==> config.mk <==
export PLATFORM = sky130hd
export DESIGN_NAME = re_k_calc_ctrl
export DESIGN_NICKNAME = d
export VERILOG_FILES = /design/src/rtl/re_k_calc_ctrl.sv
export SDC_FILE = /design/constraint.sdc
export NUM_CORES = 1
export LEC_CHECK = 0
export ABC_AREA = 1
export CAP_MARGIN = 10
export CELL_PAD_IN_SITES_DETAIL_PLACEMENT = 1
export CELL_PAD_IN_SITES_GLOBAL_PLACEMENT = 2
export CORE_MARGIN = 2
export CORE_UTILIZATION = 24
export CTS_CLUSTER_DIAMETER = 60
export DETAILED_ROUTE_END_ITERATION = 6
export GPL_TIMING_DRIVEN = 0
export PLACE_DENSITY = 0.81
export SYNTH_ARGS = -nofsm -noshare
export SYNTH_HDL_FRONTEND = slang
export SYNTH_SLANG_ARGS = --single-unit
==> constraint.sdc <==
create_clock -name clk -period 1.49 [get_ports clk]
set_input_delay 0.298 -clock clk [delete_from_list [all_inputs] [get_ports clk]]
set_output_delay 0.298 -clock clk [all_outputs]
set_load 0.02 [all_outputs]
==> src/rtl/re_k_calc_ctrl.sv <==
`default_nettype none
// ============================================================================
// Module      : re_k_calc_ctrl
// Description : Sequencing controller for the RE k-calc datapath. It runs the
//               handshake, drives the datapath enable, tracks in-flight
//               valid/last and frames each run. The optional statistics
//               counters are built when RE_K_CTRL_STATS_EN is defined.
// Revision    : 1.0 - initial release
// ============================================================================
module re_k_calc_ctrl #(
    parameter int LATENCY   = 9,
    parameter int CNT_WIDTH = 20
) (
    input  logic                 clk,
    input  logic                 rst,
    input  logic                 start,
    input  logic                 abort,
    input  logic                 in_valid,
    input  logic                 in_last,
    output logic                 in_ready,
    output logic                 dp_en,
    output logic                 out_valid,
    output logic                 out_last,
    input  logic                 out_ready,
    output logic                 busy,
    output logic                 frame_done,
    output logic [CNT_WIDTH-1:0] sample_count,
    output logic [CNT_WIDTH-1:0] stall_count
);

    typedef enum logic [1:0] {
        ST_IDLE  = 2'd0,
        ST_RUN   = 2'd1,
        ST_DRAIN = 2'd2,
        ST_DONE  = 2'd3
    } state_t;

    state_t             r_state;
    state_t             w_state_nxt;
    logic [LATENCY-1:0] r_vld;
    logic [LATENCY-1:0] r_lst;
    logic               w_stall;
    logic               w_accept;
    logic               w_xfer;

    // Output side reads the tail of the shadow pipeline; a stall freezes all of it.
    assign out_valid  = r_vld[LATENCY-1];
    assign out_last   = r_lst[LATENCY-1];
    assign w_stall    = out_valid & ~out_ready;
    assign dp_en      = ((r_state == ST_RUN) || (r_state == ST_DRAIN)) & ~w_stall;
    assign in_ready   = (r_state == ST_RUN) & dp_en;
    assign w_accept   = in_valid & in_ready;
    assign w_xfer     = out_valid & out_ready;
    assign busy       = (r_state != ST_IDLE);
    assign frame_done = (r_state == ST_DONE);

    always_comb begin
        w_state_nxt = r_state;
        if (abort) begin
            w_state_nxt = ST_IDLE;
        end else begin
            case (r_state)
                ST_IDLE:  if (start)                 w_state_nxt = ST_RUN;
                ST_RUN:   if (w_accept && in_last)   w_state_nxt = ST_DRAIN;
                ST_DRAIN: if (w_xfer && out_last)    w_state_nxt = ST_DONE;
                ST_DONE:                             w_state_nxt = ST_IDLE;
                default:                             w_state_nxt = ST_IDLE;
            endcase
        end
    end

    always_ff @(posedge clk or posedge rst) begin
        if (rst) begin
            r_state <= ST_IDLE;
        end else begin
            r_state <= w_state_nxt;
        end
    end

    always_ff @(posedge clk or posedge rst) begin
        if (rst) begin
            r_vld <= '0;
            r_lst <= '0;
        end else if (abort) begin
            r_vld <= '0;
            r_lst <= '0;
        end else if (dp_en) begin
            for (int i = LATENCY - 1; i > 0; i--) begin
                r_vld[i] <= r_vld[i-1];
                r_lst[i] <= r_lst[i-1];
            end
            r_vld[0] <= w_accept;
            r_lst[0] <= w_accept & in_last;
        end
    end

`ifdef RE_K_CTRL_STATS_EN
    logic [CNT_WIDTH-1:0] r_sample_count;
    logic [CNT_WIDTH-1:0] r_stall_count;
    logic                 w_cnt_clr;

    assign w_cnt_clr = abort | ((r_state == ST_IDLE) & start);

    // Saturating counters; values persist after DONE until the next start.
    always_ff @(posedge clk or posedge rst) begin
        if (rst) begin
            r_sample_count <= '0;
            r_stall_count  <= '0;
        end else if (w_cnt_clr) begin
            r_sample_count <= '0;
            r_stall_count  <= '0;
        end else begin
            if (w_accept && !(&r_sample_count)) begin
                r_sample_count <= r_sample_count + CNT_WIDTH'(1);
            end
            if (w_stall && !(&r_stall_count)) begin
                r_stall_count <= r_stall_count + CNT_WIDTH'(1);
            end
        end
    end

    assign sample_count = r_sample_count;
    assign stall_count  = r_stall_count;
`else
    assign sample_count = '0;
    assign stall_count  = '0;
`endif

endmodule
`default_nettype wire
; After elaboration in Yosys (flattened, before gate mapping)
; Index checks and enable logic that the tools add are counted.
[word_totals]
ff_bits = 20
input_bits = 7
output_inout_bits = 46
elab_cells = 33
[classes]
n_eq_ne = 6
n_mux = 9
bitwise = 8
n_reduce_logical = 7
[op_table]
columns = cell, n
row1 = $mux W9, 4
row2 = $mux W2, 4
row3 = $pmux W2 S4, 1
row4 = $and A1 B1 Y1, 6
row5 = $ne A3 B2 Y1 const B, 2
row6 = $eq A2 B2 Y1 const B, 2
row7 = $reduce_bool A2 Y1, 2
row8 = $ne A3 B3 Y1 const B, 1
row9 = $reduce_and A3 Y1, 1
row10 = $eq A2 B1 Y1 const B, 1
row11 = $logic_and A1 B1 Y1, 2
row12 = $logic_not A2 Y1, 1
row13 = $not A1 Y1, 2
row14 = $logic_or A1 B1 Y1, 1

; Depth between registers and ports, before layout
[depth]
word_depth = 10
depth_mapped = 8
depth_no_buf = 8

; Least setup slack after synthesis
; OpenSTA, ideal clock, no wires.
[synth_timing]
path_kind = flip-flop to output port
start = register r_state[0]
end = output port in_ready
t_arrival_ns = 1.188
required_time_ns = 1.192
slack_ns = 0.004
stages_incl_launch_ff = 5
n_path_buf = 0
cell_sequence = dfrtp_1 -> inv_1 -> ha_1 -> nand2_2 -> nor2_1
[synth_between]
elab_chain_cells = 4
word_cells_on_any_way = 5
classes_between = eq/ne: 2 / bitwise: 2 / reduce/logical: 1
[synth_lines]
columns = item, line
row1 = "start, declared", 38  ; state_t r_state;
row2 = "start signal, assigned", 76  ; r_state <= w_state_nxt;
row3 = $eq A2 B1 Y1 or $eq A2 B2 Y1 (tied branches), "50, 51"
row4 = $logic_or A1 B1 Y1, 50  ; assign dp_en = ((r_state == ST_RUN) || (r_state == ST_DRAIN)) & ~w_stall;
row5 = $and A1 B1 Y1, 50
row6 = $and A1 B1 Y1 *, 51  ; assign in_ready = (r_state == ST_RUN) & dp_en;
row7 = "end, declared", 20  ; output logic in_ready,
; Every way passes the cells marked *; elsewhere a longest branch is shown, timed or not.

; Final worst setup path
[layout_timing]
start = register r_state[0]
end = output port dp_en
[layout_between]
elab_chain_cells = 3
word_cells_on_any_way = 4
classes_between = eq/ne: 2 / bitwise: 1 / reduce/logical: 1
[layout_lines]
columns = item, line
row1 = $eq A2 B1 Y1 or $eq A2 B2 Y1 (tied branches), 50
row2 = $logic_or A1 B1 Y1 *, 50
row3 = $and A1 B1 Y1 *, 50
row4 = "end, declared", 21  ; output logic dp_en,
; Marked as above.

==> results.sh <==
export IMPL_via_per_inst=3.67
export IMPL_worst_slew_pin_slew_ps=780
export IMPL_p_leak_nw=0.930
export IMPL_hold_buffers=0
export IMPL_globalRouteTotalUtil_pct=9.41
export IMPL_synth_fa_ha_area_share_pct=4.00
export IMPL_hold_viol_final=0
export IMPL_grt_pass1_vias=988
export IMPL_die_h_um=76.2
export IMPL_via_count=998
export IMPL_coreArea_sq_um=5070
export IMPL_detail_route_first_pass_iterations=2
export IMPL_cpMostUsedCell="buf_6"
export IMPL_min_period_ps=1610
export IMPL_grt_antenna_before_repair=0
export IMPL_synth_largest_area_cell="dfrtp_1"
export IMPL_hpwlAfterDp_um=1960
export IMPL_fin_cells=272
export IMPL_crit_arrival_ps=1310
export IMPL_multi_input_comb_area_sq_um=572
export IMPL_grt_max_degree=21
export IMPL_synth_seq_cells=20
export IMPL_ir_worst_vdd_mv=0.466
export IMPL_cpLargestDelayFamily="flip-flops"
export IMPL_startpoint_type="flip-flop"
export IMPL_cts_sinks=20
export IMPL_gp_congestion=0.708
export IMPL_seq_area_sq_um=500
export IMPL_yosys_top_cells_area="dfrtp_1, buf_4, inv_1, ha_1, nand3_1"
export IMPL_synth_area_sq_um=1250
export IMPL_nNetsFinal=214
export IMPL_synthMuxAreaShare_pct=0
export IMPL_synthCells=141
export IMPL_cts_tree="yes"
export IMPL_drive_gt1_share_pct=41.1
export IMPL_mostFrequentLayoutCell="buf_4"
export IMPL_die_x_um=76.2
export IMPL_path_cells="inv_2, ha_4, nand2_4, buf_6, inv_4, buf_6"
export IMPL_finalCritPeriodShare_pct=108
export IMPL_synth_top_family_by_area="buffers and inverters"
export IMPL_relSlewSlack_pct=48.0
export IMPL_cts_clk_slew_worst_paths_ps=80
export IMPL_initial_core_util_pct=24.7
export IMPL_clock_latency_ps=270
export IMPL_synth_xor_area_share_pct=0
export IMPL_routed_wl_um=2720
export IMPL_ys_warnings_count=0
export IMPL_n_fill_cell=638
export IMPL_r2r_cells=8
export IMPL_hold_path_class="in -> async"
export IMPL_max_stage_delay_ps=380
export IMPL_die_area_sq_um=5810
export IMPL_cts_buffers=3
export IMPL_synth_top_area_share_pct=40.0
export IMPL_drc=0
export IMPL_seq_area_frac_synth_pct=40.0
export IMPL_synth_compound_area_share_pct=10.5
export IMPL_diodes=0
export IMPL_max_clock_freq_mhz=620
export IMPL_clock_path_buffers=2
export IMPL_grt_overflow=0
export IMPL_worst_setup_path_end_kind="output pin"
export IMPL_rrSetupSlack_ps=60
export IMPL_area_growth_pct=43.3
export IMPL_num_io_pins=53
export IMPL_violations="negative setup slack"
export IMPL_critPathKind="reg -> out"
export IMPL_worstPathBufferInverterCount=4
export IMPL_synth_simple_gate_area_share_pct=11.9
export IMPL_syn_area_per_cell_sq_um=8.88
export IMPL_holdWs_ps=477
export IMPL_skew_ps=7.93
export IMPL_outcome="complete, but fails checks"
export IMPL_grt_pass1_wl_um=4450
export IMPL_rsz0062_at_grt="true"
export IMPL_row_count=26
export IMPL_wire_per_inst_um=10.0
export IMPL_layout_common_cells="buf_4, conb_1, dfrtp_1"
export IMPL_drtIter0Drc=35
export IMPL_root_buffer="clkbuf_8"
export IMPL_antenna_left=0
export IMPL_maxSlewViolCount=0
export IMPL_setup_viol=2
export IMPL_r2r_start="r_state[0]"
export IMPL_setup_ws_ps=-123
export IMPL_p_per_area_nw_per_um2=1250
export IMPL_path_max_fanout=3
export IMPL_r2r_end="r_lst[1]"
export IMPL_crit_slowest_cell="dfrtp_1"
export IMPL_dp_cells=262
export IMPL_fin_setup_tns_ps=-228
export IMPL_drv_cap=0
export IMPL_required_ps=1190
export IMPL_htree_num_levels=1
export IMPL_port_buffers=12
export IMPL_synth_cell_type_count=20
## flip-flops by register name, summed over array words and instances, names as in the netlist
register,flops
r_lst,9
r_vld,9
r_state,2
## kinds of logic (layout without fill, tap and decap cells)
logic type | after synthesis | in the layout
buffers and inverters | 66 | 88
and+or+nand+nor | 30 | 30
DFF | 20 | 20
adders and majority gates | 4 | 4
other | 1 | 40
AOI/OAI and AO/OA | 20 | 20
## where the power goes
part | internal [mW] | total, mW | leakage (nW) | switching, mW
combinational | 0.531 | 1.21 | 0.624 | 0.684
sequential | 0.576 | 0.596 | 0.277 | 0.0205
clock | 0.236 | 0.426 | 0.0288 | 0.190
total | 1.34 | 2.24 | 0.930 | 0.895
## final cells by class
class,instances,area share (%)
Multi-Input combinational cell,94,31.9
Inverter,22,4.74
Sequential cell,20,27.9
Tap cell,70,4.88
Clock buffer,4,3.07
Buffer,44,18.9
Timing Repair Buffer,18,8.65
## worst max-delay path by stage
stage                from  endpoint  cells after the start
3_5_place_dp    out_ready     dp_en                      7
4_1_cts        r_state[1]     dp_en                      6
2_1_floorplan  r_state[0]  in_ready                      4
6_report       r_state[0]     dp_en                      6
5_1_grt        r_state[0]     dp_en                      6
3_3_place_gp    out_ready     dp_en                      7
## through the flow
| step | power, mW | util (%) | setup WS [ps] | instance area [sq um] |
|---|---|---|---|---|
| CTS | 2.17 | 34.1 | -140 | 1730 |
| finish | 2.24 | 35.4 | -123 | 1790 |
| detailed placement | 1.51 | 31.7 | -651 | 1610 |
| global route | 2.37 | 35.4 | -180 | 1790 |
| floorplan | 1.28 | - | 3.81 | 1400 |
| global placement | 1.49 | 31.7 | -633 | 1610 |
## cell usage after synthesis
cell type,n
dfrtp_1,20
buf_4,41
nand2_2,4
inv_1,19
o21ai_1,4
nor2_2,1
conb_1,1
o22ai_1,8
buf_2,1
nand4_1,1
nand2_1,11
inv_2,3
o21bai_2,1
nand4_2,1
nor2_1,2
nand3_1,10
buf_6,2
ha_1,4
o22ai_2,2
o21ai_0,5
## metal layers
metal / up-vias / GRT usage (%) / routed length [um]
met5: - / 0 / 0
met4: 0 / 4.36 / 51
met3: 4 / 1.18 / 108
met2: 30 / 16.5 / 1370
met1: 477 / 11.4 / 1190
li1: 487 / - / -
## timing repair
item / 4_1_cts / 5_1_grt
endpoints found under the setup margin: 19 / 16
gates resized for setup: 29 / 12
cloned: 0 / 0
setup buffers: 5 / 1
pin swaps: 2 / 1
(Power assumes the default switching activity.)
